===== src/rtl/vector_sweep_checker_pkg.sv =====
// Shared types and constants for the vector sweep checker.
package vector_sweep_pkg;

    // Sweep controller states; encodings are fixed so debug tooling can decode them.
    typedef enum logic [1:0] {
        ST_IDLE   = 2'd0,
        ST_SETTLE = 2'd1,
        ST_SAMPLE = 2'd2,
        ST_DONE   = 2'd3
    } state_t;

    // Default DUT input width; the sweep covers 2**VEC_W vectors.
    localparam int DEFAULT_VEC_W  = 4;

    // Default number of cycles each vector is held before it is sampled.
    localparam int DEFAULT_SETTLE = 2;

    // Settle counter width; wide enough for the legal settle range 1..15.
    localparam int SETTLE_CNT_W   = 4;

endpackage


===== src/rtl/vector_sweep_checker_settle_timer.sv =====
// Settle timer: a load/enable counter that flags the last settle cycle.
module settle_timer
    import vector_sweep_pkg::*;
#(
    parameter int SETTLE = DEFAULT_SETTLE
) (
    input  logic clk_i,
    input  logic rst_i,
    input  logic load_i,
    input  logic en_i,
    output logic tc_o
);

    localparam logic [SETTLE_CNT_W-1:0] TC_VAL = SETTLE_CNT_W'(SETTLE - 1);

    logic [SETTLE_CNT_W-1:0] cnt_q;
    logic [SETTLE_CNT_W-1:0] cnt_d;

    // Next count: load has priority over enable, otherwise hold.
    always_comb begin
        cnt_d = cnt_q;
        if (load_i) begin
            cnt_d = '0;
        end else if (en_i) begin
            cnt_d = cnt_q + 1'b1;
        end
    end

    // Count register with synchronous reset.
    always_ff @(posedge clk_i) begin
        if (rst_i) begin
            cnt_q <= '0;
        end else begin
            cnt_q <= cnt_d;
        end
    end

    // Terminal count is reached on the final settle cycle of a vector.
    assign tc_o = (cnt_q == TC_VAL);

endmodule


===== config.mk =====
export PLATFORM = sky130hd
export DESIGN_NAME = settle_timer
export DESIGN_NICKNAME = d
export VERILOG_FILES = /design/src/rtl/vector_sweep_checker_pkg.sv /design/src/rtl/vector_sweep_checker_settle_timer.sv
export SDC_FILE = /design/constraint.sdc
export NUM_CORES = 1
export LEC_CHECK = 0
export ABC_CLOCK_PERIOD_IN_PS = 2800
export CAP_MARGIN = 0
export CELL_PAD_IN_SITES_DETAIL_PLACEMENT = 1
export CELL_PAD_IN_SITES_GLOBAL_PLACEMENT = 1
export CORE_AREA = 2 2 39 41
export DETAILED_ROUTE_END_ITERATION = 12
export DIE_AREA = 0 0 41 43
export DONT_BUFFER_PORTS = 1
export PLACE_DENSITY = 0.3
export SKIP_CTS_REPAIR_TIMING = 1
export SYNTH_ARGS = -nofsm -noshare
export SYNTH_HDL_FRONTEND = slang
export SYNTH_SLANG_ARGS = --single-unit

===== constraint.sdc =====
create_clock -name clk_i -period 2.8 [get_ports clk_i]
set_input_delay 0.7 -clock clk_i [delete_from_list [all_inputs] [get_ports clk_i]]
set_output_delay 0.7 -clock clk_i [all_outputs]
set_load 0.02 [all_outputs]

### After elaboration in Yosys (flattened, before gate mapping)

Index checks and enable logic that the tools add are counted.

| storage, ports and cells | value |
|---|---|
| register bits after elaboration | 4 |
| bits of input ports | 4 |
| output and inout bits | 1 |
| logic and storage cells | 4 |

| cells by class | value |
|---|---|
| $add $sub $neg | 1 |
| equal/unequal tests | 1 |
| reductions and logical operators | 1 |

Operators by type and width:

| kind | count |
|---|---|
| adder 4 x 1 -> 4 bit, second input constant | 1 |
| equality test 4 x 1 -> 1 bit, second input constant | 1 |
| OR reduction 2 bit | 1 |

### Longest topological paths before layout

Gate-level depths: netlist (run 1).

| depth | value |
|---|---|
| depth after elaboration | 1 |
| depth in mapped cells | 3 |
| depth with buffers taken out | 3 |

### Least setup slack after synthesis (run 1)

Ideal clock, no wire load.

| timing | value |
|---|---|
| kind | register to output |
| from | reg cnt_q[0] |
| to | out tc_o |
| data arrival time | 1.034 ns |
| required time | 2.100 ns |
| slack | 1.066 ns |
| stages on the path, launching flop included | 3 |
| path buffers | 0 |
| cell sequence | dfxtp_1 > ha_1 > nor3b_1 |

| on the way | value |
|---|---|
| longest elaborated chain between the ends | 1 |

Ends and longest elaborated chain:

| element | RTL line | text |
|---|---|---|
| start: declaration | vector_sweep_checker_settle_timer.sv:16 | `logic [SETTLE_CNT_W-1:0] cnt_q;` |
| start signal: assignment | vector_sweep_checker_settle_timer.sv:34 | `cnt_q <= cnt_d;` |
| equality test 4 x 1 -> 1 bit | vector_sweep_checker_settle_timer.sv:39 | `assign tc_o = (cnt_q == TC_VAL);` |
| end: declaration | vector_sweep_checker_settle_timer.sv:11 | `output logic tc_o` |

No other way between the ends.

### Worst setup path after layout (run 1)

Same ends and word-level chain as after synthesis.

==> results of run 1 <==
[stage by stage]
stage | hold slack (ns) | instance area [sq um] | total power (W)
after floorplan | 0.484 | 199 | 0.0000669
after global routing | 0.564 | 241 | 0.000149
after CTS | 0.529 | 241 | 0.000144
after global placement | 0.509 | 219 | 0.0000682
after detailed placement | 0.526 | 219 | 0.0000683
final | 0.521 | 241 | 0.000138
[power breakdown]
| group | switching [W] | total (W) | internal [W] |
|---|---|---|---|
| logic | 0.00000363 | 0.00000694 | 0.00000331 |
| registers | 0.00000154 | 0.0000602 | 0.0000587 |
| clock network | 0.0000228 | 0.0000707 | 0.0000479 |
[per-layer routing]
metal | part of all wire [%] | global-route usage (%)
met5 | 0 | 0
met4 | 0 | 6.00
met3 | 9.8 | 5.76
met2 | 42 | 7.19
met1 | 48 | 8.92
[synth_stat cells (all sizes together)]
master,count,share of area (%)
nor2,2,3.8
mux2,1,5.7
a211oi,1,3.8
nand4,1,3.1
a21oi,1,2.5
nor3b,2,7.5
a21bo,1,5.0
inv,1,1.9
or2,1,3.1
nand3b,1,3.8
ha,2,13
xnor2,1,4.4
nor3,1,2.5
dfxtp,4,40
[worst max path at each step]
stage / start / endpoint / slack [ns] / cells after the start
finish: cnt_q[0] / tc_o / 0.76 / 2
global route: cnt_q[0] / tc_o / 0.68 / 2
CTS: cnt_q[0] / tc_o / 0.73 / 2
detailed placement: cnt_q[0] / tc_o / 0.99 / 2
global placement: cnt_q[0] / tc_o / 0.99 / 2
floorplan: cnt_q[0] / tc_o / 1.07 / 2
[worst reg2reg max path: stages, from the launching register on]
cell and delay (ns):
dfxtp_1 0.36, inv_1 0.06, ha_1 0.26, a211oi_1 0.21
[area by class of cell]
type | count | area, sq um
flip-flops and latches | 4 | 80.1
multi-input cells | 15 | 115
fillers | 168 | 1140
clock buffers | 3 | 22.5
inverters | 1 | 3.75
well taps | 16 | 20.0
[cells by family after synthesis]
family | synth area share [%]
AO/OA/AOI/OAI | 11.3
XOR/XNOR | 4.40
adder cells (fa/ha/maj) | 12.6
buffers and inverters | 1.88
flip-flops | 40.3
multiplexers | 5.66
AND/OR/NAND/NOR | 23.9
==> impl_results.md, run 1 <==
* Worst-path clk slew at ~0.040 ns
* Die H at 43 um
* Max-slew violations at 0
* Max Clock Freq at 491 MHz
* Drt pass-1 iters at 2
* Commonest non-fill, non-tap cell in the layout: dfxtp_1
* Mapped Area at around 200 sq um
* R2r worst-path depth at 3
* Final wirelength at between 300 and 400 um
* Slowest CP cell: nor3b_1
* First-pass GRT wire length at 752 um
* CP Capture Type: primary output
* R2R Path End: cnt_q[1]
* Crit path cell chain: ha_1 > nor3b_1
* Die Wd at around 41 um
* IO Count at 5
* Critical Path Source Type: register
* Maximum VDD drop at about 0.19 mV
* Die area at 1760 sq um
* WHS Path Cells at 2
* Final setup viols at 0
* DRC at 0
* Worst EP required at between 2 and 2.5 ns
* Top Registers: cnt_q: 4 flops
* CTS tree: yes
* CTS buffer count at 3
* Reg with most FFs: cnt_q
* Final RePlAce weighted congestion at around 0.56
* Inst Count DP at 36
* Setup_tns at 0 ns
* Core area at 1380 sq um
* Type of the worst setup path: register to primary output
* Min Tclk post-route at 2.04 ns
* Syn avg cell area at 9.95 sq um
* Worst skew pair latency at 0.23 ns
* Post-synthesis sequential area ratio at 40.3%
* Detailed Route Iter0 Violations at 3
* GRT Overall Usage at 7.11%
* Largest net degree at the start of global routing at 7
* Net Count, Synth at 26
* H-tree levels at 1
* Final core utilization at 17.5%
* Fraction of layout cells with a size suffix above 1 at 17.4%
* Register bit total from synthesis at 4
* Max reg flops at 4
* Post-route worst setup slack at 0.764 ns
* Register-to-register setup slack at 1.83 ns
* Drt wl/cell at 10.2 um
* CP Data Arrival Time at ~1.3 ns
* Final period utilization at 72.7%
* Most frequent cells in the layout: dfxtp_1, clkbuf_4, nor3b_1, nor2_1, ha_1
* Via density at 3.85
* Max transition margin at 55.7%
* Site row count at 14
* Count of cell types in the netlist at 14
* Post-route ant nets at 0
* Post-Synthesis Cells at 20
* Number of global-route vias before repair at between 150 and 200
* Finished Layout Cells at 39
* Initial core utilization at 14.4%
* RSZ-0062 raised after global routing: false
* Worst flop-to-flop path startpoint: cnt_q[1]
* Worst slew pin tran at 0.663 ns
* CP peak stage delay at 0.55 ns
* Maximum fanout along the worst path at 4
* Ant diodes at 0
* Min-delay src: cnt_q[1]
* Synth Warn # at 0
* Hold Path End: cnt_q[1]
* Result of the run: completed
* Layout area overhead at 21.4%
* Clk root buf: clkbuf_4
* Dpl ws at just under 1 ns
* Leakage at between 0.08 and 0.09 nW
* Final hold violations at 0
* Buffers and inverters on the worst path at 0
* Clock sink count at 4
* Clock Skews at roughly 0.0030 ns
* Cell family contributing the most delay on the critical path: simple AND/OR/NAND/NOR gates
* Congestion Overflow GR at 0
* Via count at 150
* NumNets Final at 31
* Initial antenna violation count at 0
* Port Buffer Count at 0
* Power per cell area at 571 nW/um^2
* Total of max-cap violations at 0
* Max Buffers Root-to-Sink at 2
* Hold WC Path Type: register to register
Power figures use the tool's default switching activity.
==> run 2: changes to the inputs <==
- ABC_CLOCK_PERIOD_IN_PS: 2800 -> 1900
- clock period: 2.8 -> 1.9 ns (I/O delays scaled with it)
==> impl_results.md, run 2 (synthesis gave the netlist of run 1 again) <==
* Max Buffers Root-to-Sink at 2 (unchanged)
* Initial antenna violation count at 0 (unchanged)
* Number of global-route vias before repair at 181 (-0.55%)
* Power, Total at 0.000203 W (+47%)
* Setup_tns at 0 ns (unchanged)
* DRC at 0 (unchanged)
* Final core utilization at 18.0% (+0.54 points)
* Hold WC Path Type: primary input to register
* Final hold violations at 0 (unchanged)
* CP peak stage delay at 0.39 ns (-0.16 ns)
* Worst skew pair latency at 0.23 ns (about the same)
* HPWL Detailed at about 350 um
* Worst EP required at 1.42 ns (-0.68 ns)
* Reg with most FFs: cnt_q
* Max-slew violations at 0 (unchanged)
* Max Clock Freq at 618 MHz
* Post-route ant nets at 0 (unchanged)
* GRT Overall Usage at 6.83% (-0.28 points)
* Type of the worst setup path: register to primary output
* Inst Count DP at 37 (+2.8%)
* CTS tree: yes
* Top Registers: cnt_q: 4 flops
* Sw Share at 19.7% (-0.65 points)
* RSZ-0062 raised after global routing: false
* Fillers at 159 (-5.4%)
* Worst-path clk slew at 0.04 ns (about the same)
* Clock sink count at 4 (unchanged)
* Clock group share of total power at 50.4% (-0.9 points)
* Sw power at 0.0000400 W (+43%)
* Die Wd at 41 um (unchanged)
* Total of max-cap violations at 0 (unchanged)
* Commonest non-fill, non-tap cell in the layout: dfxtp_1
* Die H at 43 um (unchanged)
* Final period utilization at between 80% and 90%
* Max transition margin at 88.4% (+33 points)
* Int Pwr at 0.000163 W (+49%)
* Via density at 3.90 (+1.4%)
* Clk root buf: clkbuf_4
* Drt pass-1 iters at 1 (-1)
* Comb pwr share at 5.8% (+0.8 points)
* Crit path cell chain: ha_1 > nor3b_1 > buf_4
* Maximum VDD drop at 0.287 mV (+51%)
* NumNets Final at 32 (+3.2%)
* Flop pwr share at 43.8% (about the same)
* Worst slew pin tran at 0.174 ns (-0.489 ns)
* First-pass GRT wire length at 717 um (-4.7%)
* Most frequent cells in the layout: dfxtp_1, clkbuf_4, nor3b_1, nor2_1, ha_1
* Slowest CP cell: dfxtp_1
* Port Buffer Count at 0 (unchanged)
* Final wirelength at 415 um (+4.5%)
* Via count at 156 (+4.0%)
* Leakage at 0.0948 nW (+5.9%)
* Ant diodes at 0 (unchanged)
* Initial core utilization at 14.4% (unchanged)
* Finished Layout Cells at 40 (+2.6%)
* Maximum fanout along the worst path at 4 (unchanged)
* Result of the run: completed
* Power per cell area at 816 nW/um^2 (+43%)
* Min Tclk post-route at 1.62 ns
* Site row count at 14 (unchanged)
* Final RePlAce weighted congestion at 0.670 (+20%)
* CP Data Arrival Time at 1.14 ns (-0.20 ns)
* CTS buffer count at 3 (unchanged)
* Drt wl/cell at 10.4 um (+1.9%)
* Detailed Route Iter0 Violations at 0 (-3)
* Die area at 1760 sq um (unchanged)
* IO Count at 5 (unchanged)
* Max reg flops at 4 (unchanged)
* CP Capture Type: primary output
* Final setup viols at 0 (unchanged)
* Clock Skews at 0.00192 ns (-0.00109 ns)
* H-tree levels at 1 (unchanged)
* Critical Path Source Type: register
* Layout area overhead at 25.2%
* Largest net degree at the start of global routing at 7 (unchanged)
* Congestion Overflow GR at 0 (unchanged)
* Fraction of layout cells with a size suffix above 1 at 20.8% (+3.4 points)
* Core area at 1380 sq um (unchanged)
==> run 2: worst max-delay path: cells and delay by family, from the launching register on <==
kind / cells / cell delay, ns
adders and majority gates: 1 / 0.17
buffers and inverters: 1 / 0.17
DFF: 1 / 0.39
and+or+nand+nor: 1 / 0.18
==> run 2: layout make-up <==
type / count / area, sq um / area share [%]
well taps: 16 / 20.0 / 8.04
clock buffers: 3 / 22.5 / 9.05
inverters: 1 / 3.75 / 1.51
repair buffers: 1 / 7.51 / 3.02
multi-input cells: 15 / 115 / 46.2
flip-flops and latches: 4 / 80.1 / 32.2
==> run 2: per-layer routing <==
layer	routed length (um)	vias to the layer above	part of all wire, %	GRT usage (%)
met1	166	73	40	5.79
li1	-	79	-	-
met3	34	0	8.2	4.19
met5	0	-	0	0
met4	0	0	0	8.00
met2	214	4	52	9.38
==> run 2: through the flow <==
step | worst slack [ns] | hold slack, ns | area, sq um
CTS | 0.257 | 0.330 | 249
detailed placement | 0.524 | 0.543 | 226
global placement | 0.524 | 0.526 | 226
global route | 0.0976 | 0.326 | 249
finish | 0.282 | 0.337 | 249
floorplan | 0.391 | 0.484 | 199
==> run 2: final timing paths <==
path	cells past startpoint	slack, ns	end	start
worst min register to register	2	0.53	cnt_q[1]	cnt_q[1]
worst max-delay path	3	0.28	tc_o	cnt_q[0]
worst min-delay path	1	0.34	cnt_q[1]	en_i
worst max register to register	3	0.91	cnt_q[1]	cnt_q[1]
==> run 2: power groups by stage <==
stage | clock [W] | combinational (W) | sequential (W)
6_report | 0.000102 | 0.0000119 | 0.0000890
4_1_cts | 0.000109 | 0.0000123 | 0.0000892
3_5_place_dp | 0 | 0.0000122 | 0.0000905
3_3_place_gp | 0 | 0.0000119 | 0.0000904
5_1_grt | 0.000117 | 0.0000136 | 0.0000894
2_1_floorplan | 0 | 0.00000899 | 0.0000896
